<file path="src/rtl/control_unit_pkg.sv">
// rtl/control_unit_pkg.sv - shared types, opcodes, ALU codes, bus codes and IR fields for control_unit
// Optional feature macro: CU_MULDIV_EN (adds T6 state and mul/div support).
package control_unit_pkg;

  typedef enum logic [3:0] {
    ST_IDLE,
    ST_T0,
    ST_T1,
    ST_T2,
    ST_T3,
    ST_T4,
    ST_T5,
`ifdef CU_MULDIV_EN
    ST_T6,
`endif
    ST_HALT
  } state_t;

  typedef enum logic [2:0] {
    CLS_ILLEGAL,
    CLS_NOP,
    CLS_HALT,
    CLS_ALU,
    CLS_MULDIV
  } op_class_t;

  typedef enum logic [4:0] {
    OP_ADD  = 5'b00011,
    OP_SUB  = 5'b00100,
    OP_AND  = 5'b00101,
    OP_OR   = 5'b00110,
    OP_ROR  = 5'b00111,
    OP_ROL  = 5'b01000,
    OP_SHR  = 5'b01001,
    OP_SHRA = 5'b01010,
    OP_SHL  = 5'b01011,
    OP_MUL  = 5'b01111,
    OP_DIV  = 5'b10000,
    OP_NOP  = 5'b11010,
    OP_HALT = 5'b11011
  } opcode_t;

  typedef enum logic [3:0] {
    ALU_AND  = 4'b0000,
    ALU_OR   = 4'b0001,
    ALU_ADD  = 4'b0010,
    ALU_SUB  = 4'b0011,
    ALU_SHR  = 4'b0100,
    ALU_SHRA = 4'b0101,
    ALU_SHL  = 4'b0110,
    ALU_ROR  = 4'b0111,
    ALU_ROL  = 4'b1000,
    ALU_MUL  = 4'b1001,
    ALU_DIV  = 4'b1010
  } alu_op_t;

  // General-purpose registers are addressed on the bus as {1'b0, Rn}.
  typedef enum logic [4:0] {
    BUS_HI    = 5'b10000,
    BUS_LO    = 5'b10001,
    BUS_ZHIGH = 5'b10010,
    BUS_ZLOW  = 5'b10011,
    BUS_PC    = 5'b10100,
    BUS_MDR   = 5'b10101
  } bus_sel_t;

  localparam int IR_OP_MSB = 31;
  localparam int IR_OP_LSB = 27;
  localparam int IR_RA_MSB = 26;
  localparam int IR_RA_LSB = 23;
  localparam int IR_RB_MSB = 22;
  localparam int IR_RB_LSB = 19;
  localparam int IR_RC_MSB = 18;
  localparam int IR_RC_LSB = 15;

  function automatic logic [4:0] bus_gp(input logic [3:0] rn);
    return {1'b0, rn};
  endfunction

endpackage

</file>
<file path="src/rtl/control_unit_cu_decode.sv">
// rtl/control_unit_cu_decode.sv - combinational opcode to instruction class and ALU function decoder
// Optional feature macro: CU_MULDIV_EN (mul/div decode as CLS_MULDIV instead of CLS_ILLEGAL).
module cu_decode
  import control_unit_pkg::*;
(
  input  logic [4:0] i_opcode,
  output logic [2:0] o_class,
  output logic [3:0] o_alu_op
);

  always_comb begin
    o_class  = CLS_ILLEGAL;
    o_alu_op = 4'b0000;
    case (i_opcode)
      OP_ADD:  begin o_class = CLS_ALU; o_alu_op = ALU_ADD;  end
      OP_SUB:  begin o_class = CLS_ALU; o_alu_op = ALU_SUB;  end
      OP_AND:  begin o_class = CLS_ALU; o_alu_op = ALU_AND;  end
      OP_OR:   begin o_class = CLS_ALU; o_alu_op = ALU_OR;   end
      OP_ROR:  begin o_class = CLS_ALU; o_alu_op = ALU_ROR;  end
      OP_ROL:  begin o_class = CLS_ALU; o_alu_op = ALU_ROL;  end
      OP_SHR:  begin o_class = CLS_ALU; o_alu_op = ALU_SHR;  end
      OP_SHRA: begin o_class = CLS_ALU; o_alu_op = ALU_SHRA; end
      OP_SHL:  begin o_class = CLS_ALU; o_alu_op = ALU_SHL;  end
`ifdef CU_MULDIV_EN
      OP_MUL:  begin o_class = CLS_MULDIV; o_alu_op = ALU_MUL; end
      OP_DIV:  begin o_class = CLS_MULDIV; o_alu_op = ALU_DIV; end
`endif
      OP_NOP:  o_class = CLS_NOP;
      OP_HALT: o_class = CLS_HALT;
      default: o_class = CLS_ILLEGAL;
    endcase
  end

endmodule

</file>
<file path="src/rtl/control_unit.sv">
// rtl/control_unit.sv - fetch/decode/execute sequencer driving datapath strobes from state and IR
// Optional feature macro: CU_MULDIV_EN (mul/div with a T6 state writing HI after LO).
module control_unit
  import control_unit_pkg::*;
(
  input  logic        clock,
  input  logic        clear,
  input  logic        run,
  input  logic        mem_ready,
  input  logic [31:0] IR,
  output logic        incPC,
  output logic        e_PC,
  output logic        e_IR,
  output logic        e_Y,
  output logic        e_Z,
  output logic        e_HI,
  output logic        e_LO,
  output logic        e_MDR,
  output logic        e_MAR,
  output logic        e_GP,
  output logic        MDR_read,
  output logic [3:0]  GP_addr,
  output logic [3:0]  ALU_op,
  output logic [4:0]  BusDataSelect,
  output logic        halted,
  output logic        illegal
);

  state_t      r_state;
  state_t      w_next;
  logic [2:0]  w_class;
  logic [3:0]  w_alu_op;
  logic        w_muldiv;
  logic [3:0]  w_ra;
  logic [3:0]  w_rb;
  logic [3:0]  w_rc;
  logic        w_unused_ir;

  assign w_ra        = IR[IR_RA_MSB:IR_RA_LSB];
  assign w_rb        = IR[IR_RB_MSB:IR_RB_LSB];
  assign w_rc        = IR[IR_RC_MSB:IR_RC_LSB];
  assign w_unused_ir = ^IR[IR_RC_LSB-1:0];

  cu_decode u_decode (
    .i_opcode (IR[IR_OP_MSB:IR_OP_LSB]),
    .o_class  (w_class),
    .o_alu_op (w_alu_op)
  );

`ifdef CU_MULDIV_EN
  assign w_muldiv = (w_class == CLS_MULDIV);
`else
  assign w_muldiv = 1'b0;
`endif

  always_ff @(posedge clock) begin
    if (clear) r_state <= ST_IDLE;
    else       r_state <= w_next;
  end

  always_comb begin
    w_next        = r_state;
    incPC         = 1'b0;
    e_PC          = 1'b0;
    e_IR          = 1'b0;
    e_Y           = 1'b0;
    e_Z           = 1'b0;
    e_HI          = 1'b0;
    e_LO          = 1'b0;
    e_MDR         = 1'b0;
    e_MAR         = 1'b0;
    e_GP          = 1'b0;
    MDR_read      = 1'b0;
    GP_addr       = 4'b0000;
    ALU_op        = 4'b0000;
    BusDataSelect = 5'b00000;
    halted        = 1'b0;
    illegal       = 1'b0;
    case (r_state)
      ST_IDLE: if (run) w_next = ST_T0;
      ST_T0: begin
        BusDataSelect = BUS_PC;
        e_MAR         = 1'b1;
        incPC         = 1'b1;
        e_Z           = 1'b1;
        w_next        = ST_T1;
      end
      // PC takes Z (PC+1) only on the cycle the fetch completes.
      ST_T1: begin
        BusDataSelect = BUS_ZLOW;
        MDR_read      = 1'b1;
        e_MDR         = 1'b1;
        if (mem_ready) begin
          e_PC   = 1'b1;
          w_next = ST_T2;
        end
      end
      ST_T2: begin
        BusDataSelect = BUS_MDR;
        e_IR          = 1'b1;
        w_next        = ST_T3;
      end
      ST_T3: begin
        case (w_class)
          CLS_HALT: w_next = ST_HALT;
          CLS_NOP:  w_next = ST_T0;
          CLS_ALU: begin
            BusDataSelect = bus_gp(w_rb);
            e_Y           = 1'b1;
            w_next        = ST_T4;
          end
`ifdef CU_MULDIV_EN
          CLS_MULDIV: begin
            BusDataSelect = bus_gp(w_ra);
            e_Y           = 1'b1;
            w_next        = ST_T4;
          end
`endif
          default: begin
            illegal = 1'b1;
            w_next  = ST_T0;
          end
        endcase
      end
      ST_T4: begin
        BusDataSelect = w_muldiv ? bus_gp(w_rb) : bus_gp(w_rc);
        ALU_op        = w_alu_op;
        e_Z           = 1'b1;
        w_next        = ST_T5;
      end
      ST_T5: begin
        BusDataSelect = BUS_ZLOW;
`ifdef CU_MULDIV_EN
        if (w_muldiv) begin
          e_LO   = 1'b1;
          w_next = ST_T6;
        end else begin
          GP_addr = w_ra;
          e_GP    = 1'b1;
          w_next  = ST_T0;
        end
`else
        GP_addr = w_ra;
        e_GP    = 1'b1;
        w_next  = ST_T0;
`endif
      end
`ifdef CU_MULDIV_EN
      ST_T6: begin
        BusDataSelect = BUS_ZHIGH;
        e_HI          = 1'b1;
        w_next        = ST_T0;
      end
`endif
      ST_HALT: halted = 1'b1;
      default: w_next = ST_IDLE;
    endcase
  end

endmodule

</file>
<file path="config.mk">
export PLATFORM = sky130hd
export DESIGN_NAME = control_unit
export DESIGN_NICKNAME = d
export VERILOG_FILES = /design/src/rtl/control_unit_pkg.sv /design/src/rtl/control_unit_cu_decode.sv /design/src/rtl/control_unit.sv
export SDC_FILE = /design/constraint.sdc
export NUM_CORES = 1
export LEC_CHECK = 0
export BUFFER_PORTS_ARGS = -buffer_cell sky130_fd_sc_hd__buf_2
export CORE_MARGIN = 4
export CORE_UTILIZATION = 30
export DETAILED_ROUTE_END_ITERATION = 16
export GPL_TIMING_DRIVEN = 1
export PLACE_DENSITY = 0.76
export RECOVER_POWER = 25
export SETUP_SLACK_MARGIN = 0.05
export SKIP_CTS_REPAIR_TIMING = 1
export SYNTH_ARGS = -nofsm -noshare
export SYNTH_HDL_FRONTEND = slang
export SYNTH_SLANG_ARGS = --single-unit
</file>
<file path="constraint.sdc">
create_clock -name clock -period 2 [get_ports clock]
set_input_delay 0.4 -clock clock [delete_from_list [all_inputs] [get_ports clock]]
set_output_delay 0.4 -clock clock [all_outputs]
set_load 0.05 [all_outputs]
</file>
==> impl_results.md, run 1 <==
* Total grt overflow at 0
* Register area share after synthesis at 0.1103
* Register area at 62.56 µm²
* RSZ-0062 raised after global routing: yes
* Post-synthesis async set-or-reset flop share at 0
* Final ANT Viol Nets at 0
* Critical Path AT at 1.76 ns
* Critical Path RT at 1.60 ns
* Post-synth top flop: dfxtp_1
* WHS Endpoint: r_state[2]
* First-pass GRT wire length at 2898 µm
* H-tree depth at 1
* Pre-antenna DRT Iters at 4
* Worst vdd ir at 0.2136 mV
* Hold Path Origin: clear
* CTS tree: done
* Library cells used by synthesis at 37
* Worst Hold Depth at 2
* Worst path bufs/invs at 1
* Chip height at 50.60 µm
* Dominant cells by area after synthesis: dfxtp_1 (11%), nor2b_1 (8.0%), a21oi_1 (6.4%)
* Area share of the largest cell type after synthesis at 0.1103
* Biggest register: r_state
* RR Startpoint: r_state[0]
* CTS clk-pin slew, worst paths at 0.04 ns
* Clk root buf: clkbuf_4
* Final setup margin at -0.1607 ns
* Largest net degree at the start of global routing at 19
* Highest-delay cell along the critical path: or3b_4
* Vias in the first global route at 702
* DP Worst Slack at -0.1847 ns
* Final Util at 0.5761
* Max-slew headroom at 0.5953
* Tmin final at 2.161 ns
* Reg-to-reg setup timing slack at 0.57 ns
* DRC errors left at 0
* Die W at 50.60 µm
* Post-route cell area at 994.7 µm²
* Synthesized cell area at 544.3 µm²
* Crit-path max FO at 5
* Final non-filler cell total at 160
* CP peak stage delay at 0.39 ns
* PortBufs at 44
* Final Hold Viols at 0
* Row count at 15
* Initial antenna violation count at 0
* Yosys top cell by area: dfxtp_1
* Antenna Cells at 0
* Pleak at 0.5045 nW
* Reg2reg end: r_state[1]
* CP top delay family: compound AO/OA/AOI/OAI gates
* PwrDens at 487.7 nW/µm²
* Synth-to-Final Area Change at 82.76%
* Starting Density at 0.3152
* Critical-path cell list: or3b_4 -> a211o_1 -> a21oi_4 -> a221o_2 -> buf_6
* Clock Skew at 0.004634 ns
* Largest regs: r_state (3)
* Synth cell count leaders: a21oi_1 (7), nor2b_1 (7), nor2_1 (6)
* Run status: finished with violations
* Routed WL per cell at 12.91 µm
* #FFs+latches synth at 3
* R2r worst-path depth at 5
* Fraction of layout cells with a size suffix above 1 at 0.5778
* Final net count at 172
* Final setup violating endpoints at 5
* DR vias at 781
* Die area at 2560 µm²
* GP Congestion at 0.7634
* CTS Buf Count at 3
* Pins Over Slew Limit at 0
* Max Clock Freq at 462.8 MHz
* Hold WC Path Type: input pin to register
* Later-pin clock latency in the skew report at 0.24 ns
* GRT Util Overall at 0.1474
* Cells after Synth at 80
* Worst setup EP type: primary output
* CP Class: register to primary output
* Tcrit/Tclk final at 1.080
* Hold WS at 0.3418 ns
* Startpoint Class: register
* Initial DRC Count at 12
* Post-synth EDFFs at 0
* Placed Cells at 156
* CTS Buffer Depth at 2
* Warnings from Yosys at 0
* Fill cells at 166
* DP Area at 880.8 µm²
* Core area at 1727 µm²
* Failing checks: setup timing
* Multi-input gate area at 476.7 µm²
* Via-to-Cell Ratio at 4.881
* Worst Tran Pin Value at 0.6096 ns
* Ports at 62
* CTS sink cnt at 3
* Max reg flops at 3
* Routed WL at 2066 µm
* Max Cap Viol at 0
* Avg Cell Area, Syn at 6.803 µm²
* Post-DP HPWL at 1486 µm
==> worst max-delay path by stage <==
stage	startpoint	to	slack, ns	cells past startpoint
after global routing	r_state[0]	BusDataSelect[0]	-0.22	5
after CTS	r_state[2]	BusDataSelect[0]	-0.25	5
after global placement	IR[30]	BusDataSelect[0]	-0.16	6
after floorplan	r_state[0]	BusDataSelect[0]	-0.27	5
final	r_state[0]	BusDataSelect[0]	-0.16	5
after detailed placement	IR[30]	BusDataSelect[0]	-0.18	6
==> cell type report <==
class,count,share of cell area
Multi-Input combinational cell,66,0.4792
Timing Repair Buffer,59,0.3887
Sequential cell,3,0.06289
Tap cell,25,0.03145
Clock buffer,4,0.02642
Inverter,3,0.01132
==> layer usage <==
layer	vias to the layer above	routed length (µm)	track usage
li1	389	-	-
met5	-	0	0
met3	10	76	0.03264
met4	0	107	0.1121
met1	363	717	0.1413
met2	19	1165	0.2696
==> power by group <==
part / switching (mW) / total, mW / internal [mW] / leakage (nW)
combinational: 0.195 / 0.303 / 0.108 / 0.464
clock: 0.0378 / 0.113 / 0.0752 / 0.0150
sequential: 0.00302 / 0.0694 / 0.0664 / 0.0255
total: 0.236 / 0.485 / 0.249 / 0.505
==> cell families (layout without fill, tap and decap cells) <==
kind of cell	count (synthesis)	after routing	synth area share
buffers and inverters	12	66	0.1264
AOI/OAI and AO/OA	29	29	0.3724
DFF	3	3	0.1103
and+or+nand+nor	34	34	0.3632
muxes	1	1	0.02069
other	1	2	0.006890
==> cells in the final DEF, fill, tap and decap left out, drive strengths merged <==
cell type	instances
a211o	1
a211oi	2
a21o	2
a21oi	8
a221o	1
a22o	1
a22oi	1
a2bb2oi	1
a31oi	1
a32o	1
a32oi	1
and2	4
and2b	2
and3	1
and3b	1
buf	56
clkbuf	7
conb	2
dfxtp	3
inv	3
mux2	1
nand2	5
nand3	1
nand3b	1
nor2	6
nor2b	7
nor3	1
nor3b	3
nor4	1
o21a	1
o21ai	6
o21bai	2
or3b	1
==> per-stage QoR <==
stage / power [mW] / setup TNS [ns]
after floorplan: 0.2826 / -1.679
after global placement: 0.3410 / -0.6247
after detailed placement: 0.3474 / -0.7465
after CTS: 0.4591 / -1.060
after global routing: 0.5073 / -0.9758
final: 0.4851 / -0.7120
Note: power is estimated with default switching activity, not from simulation.
==> run 2: changes to the inputs <==
--- a/config.mk
+++ b/config.mk
@@ -6,11 +6,13 @@
 export NUM_CORES = 1
 export LEC_CHECK = 0
 export BUFFER_PORTS_ARGS = -buffer_cell sky130_fd_sc_hd__buf_2
+export CELL_PAD_IN_SITES_DETAIL_PLACEMENT = 1
+export CELL_PAD_IN_SITES_GLOBAL_PLACEMENT = 1
 export CORE_MARGIN = 4
-export CORE_UTILIZATION = 30
+export CORE_UTILIZATION = 21
 export DETAILED_ROUTE_END_ITERATION = 16
 export GPL_TIMING_DRIVEN = 1
-export PLACE_DENSITY = 0.76
+export PLACE_DENSITY = 0.85
 export RECOVER_POWER = 25
 export SETUP_SLACK_MARGIN = 0.05
 export SKIP_CTS_REPAIR_TIMING = 1
==> constraint.sdc (replaced) <==
create_clock -name clock -period 2.7 [get_ports clock]
set_input_delay 0.54 -clock clock [delete_from_list [all_inputs] [get_ports clock]]
set_output_delay 0.54 -clock clock [all_outputs]
set_load 0.05 [all_outputs]
==> impl_results.md, run 2 (same netlist as run 1, synthesis figures left out) <==
* H-tree depth at 1 (unchanged)
* Final ANT Viol Nets at 0 (unchanged)
* Crit-path max FO at 8 (was 5)
* Row count at 18 (was 15)
* First-pass GRT wire length at 3622 µm (was 2898 µm)
* Antenna Cells at 0 (unchanged)
* Most common cell after layout, fill and taps aside: buf_2 (unchanged)
* Fill cells at 351 (was 166)
* Final Hold Viols at 0 (unchanged)
* Post-DP HPWL at 1842 µm (was 1486 µm)
* DRC errors left at 0 (unchanged)
* PwrDens at 407.0 nW/µm² (was 487.7 nW/µm²)
* Final net count at 160 (was 172)
* Critical Path RT at 2.16 ns (was 1.60 ns)
* CTS Buf Count at 3 (unchanged)
* CTS tree: done (unchanged)
* Pre-antenna DRT Iters at 4 (unchanged)
* Max Clock Freq at 392.5 MHz
* PortBufs at 44 (unchanged)
* Worst setup EP type: primary output (unchanged)
* Routed WL at 2267 µm (was 2066 µm)
* DR vias at 755 (was 781)
* Largest regs: r_state (3) (unchanged)
* Pleak at 0.4234 nW (was 0.5045 nW)
* Die W at 58.91 µm (was 50.60 µm)
* Clock Skew at 0.006213 ns (was 0.004634 ns)
* Biggest register: r_state (unchanged)
* Placed Cells at 149 (was 156)
* Max reg flops at 3 (unchanged)
* RSZ-0062 raised after global routing: no (was yes)
* Total grt overflow at 0 (unchanged)
* CTS Buffer Depth at 2 (unchanged)
* Run status: finished, final reports clean (was finished with violations)
* Largest net degree at the start of global routing at 19 (unchanged)
* CP Class: input pin to primary output (was register to primary output)
* Worst Tran Pin Value at 0.6888 ns (was 0.6096 ns)
* GP Congestion at 0.7393 (was 0.7634)
* Die area at 3470 µm² (was 2560 µm²)
* Hold WC Path Type: input pin to register (unchanged)
* Via-to-Cell Ratio at 4.935 (was 4.881)
* Starting Density at 0.2197 (was 0.3152)
* Tcrit/Tclk final at 0.9437
* CTS sink cnt at 3 (unchanged)
* Tmin final at 2.548 ns
* Critical Path AT at 2.01 ns (was 1.76 ns)
* Initial antenna violation count at 0 (unchanged)
* Core area at 2477 µm² (was 1727 µm²)
* Later-pin clock latency in the skew report at 0.24 ns (about the same)
* Chip height at 58.91 µm (was 50.60 µm)
* Initial DRC Count at 15 (was 12)
* Worst vdd ir at 0.1823 mV (was 0.2136 mV)
* Setup TNS at 0 ns (was -0.7120 ns)
* Routed WL per cell at 14.82 µm (was 12.91 µm)
* Ports at 62 (unchanged)
* Max Cap Viol at 0 (unchanged)
* Synth-to-Final Area Change at 46.90% (was 82.76%)
* Most frequent cells in the layout: buf_2 (41), nor2b_1 (7), a21oi_1 (7) (was buf_2 (33), buf_4 (16), a21oi_1 (6))
* Startpoint Class: input pin (was register)
* Fraction of layout cells with a size suffix above 1 at 0.4065 (was 0.5778)
* CTS clk-pin slew, worst paths at 0.04 ns (about the same)
* Vias in the first global route at 786 (was 702)
* Max-slew headroom at 0.5408 (was 0.5953)
* Final setup violating endpoints at 0 (was 5)
* Pins Over Slew Limit at 0 (unchanged)
* Final non-filler cell total at 153 (was 160)
* Clk root buf: clkbuf_4 (unchanged)
* GRT Util Overall at 0.1355 (was 0.1474)
## run 2: critical path, cell delays in order
cell and delay, ns:
buf_2 0.16, mux2_1 0.37, a211o_1 0.29, a21oi_4 0.20, a221o_1 0.18, buf_2 0.26
## run 2: path summary, 6_finish.rpt
path	start	endpoint	slack [ns]	cells past startpoint
setup / recovery	IR[30]	BusDataSelect[0]	0.15	6
hold / removal	clear	r_state[2]	0.51	2
setup reg to reg	r_state[1]	r_state[1]	1.05	5
hold reg to reg	r_state[0]	r_state[2]	0.71	3
## run 2: report_power, final
part           switching [mW]  internal (mW)  leakage, nW
Clock                  0.0269         0.0556       0.0150
Combinational           0.138         0.0536        0.384
Sequential            0.00245         0.0487       0.0247
Total                   0.167          0.158        0.423
## run 2: stage by stage
stage	power (mW)	util	instance area [µm²]	hold slack (ns)	setup slack (ns)
after floorplan	0.2024	-	558.0	0.6091	0.1312
after global placement	0.2382	0.3152	780.7	0.6676	0.2347
after detailed placement	0.2465	0.3152	780.7	0.6999	0.1633
after CTS	0.3298	0.3258	807.0	0.5004	0.1596
after global routing	0.3467	0.3227	799.5	0.5135	0.06965
final	0.3254	0.3227	799.5	0.5130	0.1520
## run 2: area by class of cell
| class | count | area, µm² | share of cell area |
|---|---|---|---|
| Timing Repair Buffer | 47 | 235.2 | 0.2942 |
| Inverter | 3 | 11.26 | 0.01408 |
| Clock buffer | 4 | 26.28 | 0.03286 |
| Tap cell | 30 | 37.54 | 0.04695 |
| Multi-Input combinational cell | 66 | 429.2 | 0.5368 |
| Sequential cell | 3 | 60.06 | 0.07512 |
## run 2: layer usage
layer	track usage	vias to the layer above	wire length (µm)
met2	0.2524	31	1199
met5	0	-	0
met3	0.03289	6	207
met1	0.1397	351	804
li1	-	367	-
met4	0.06472	0	56
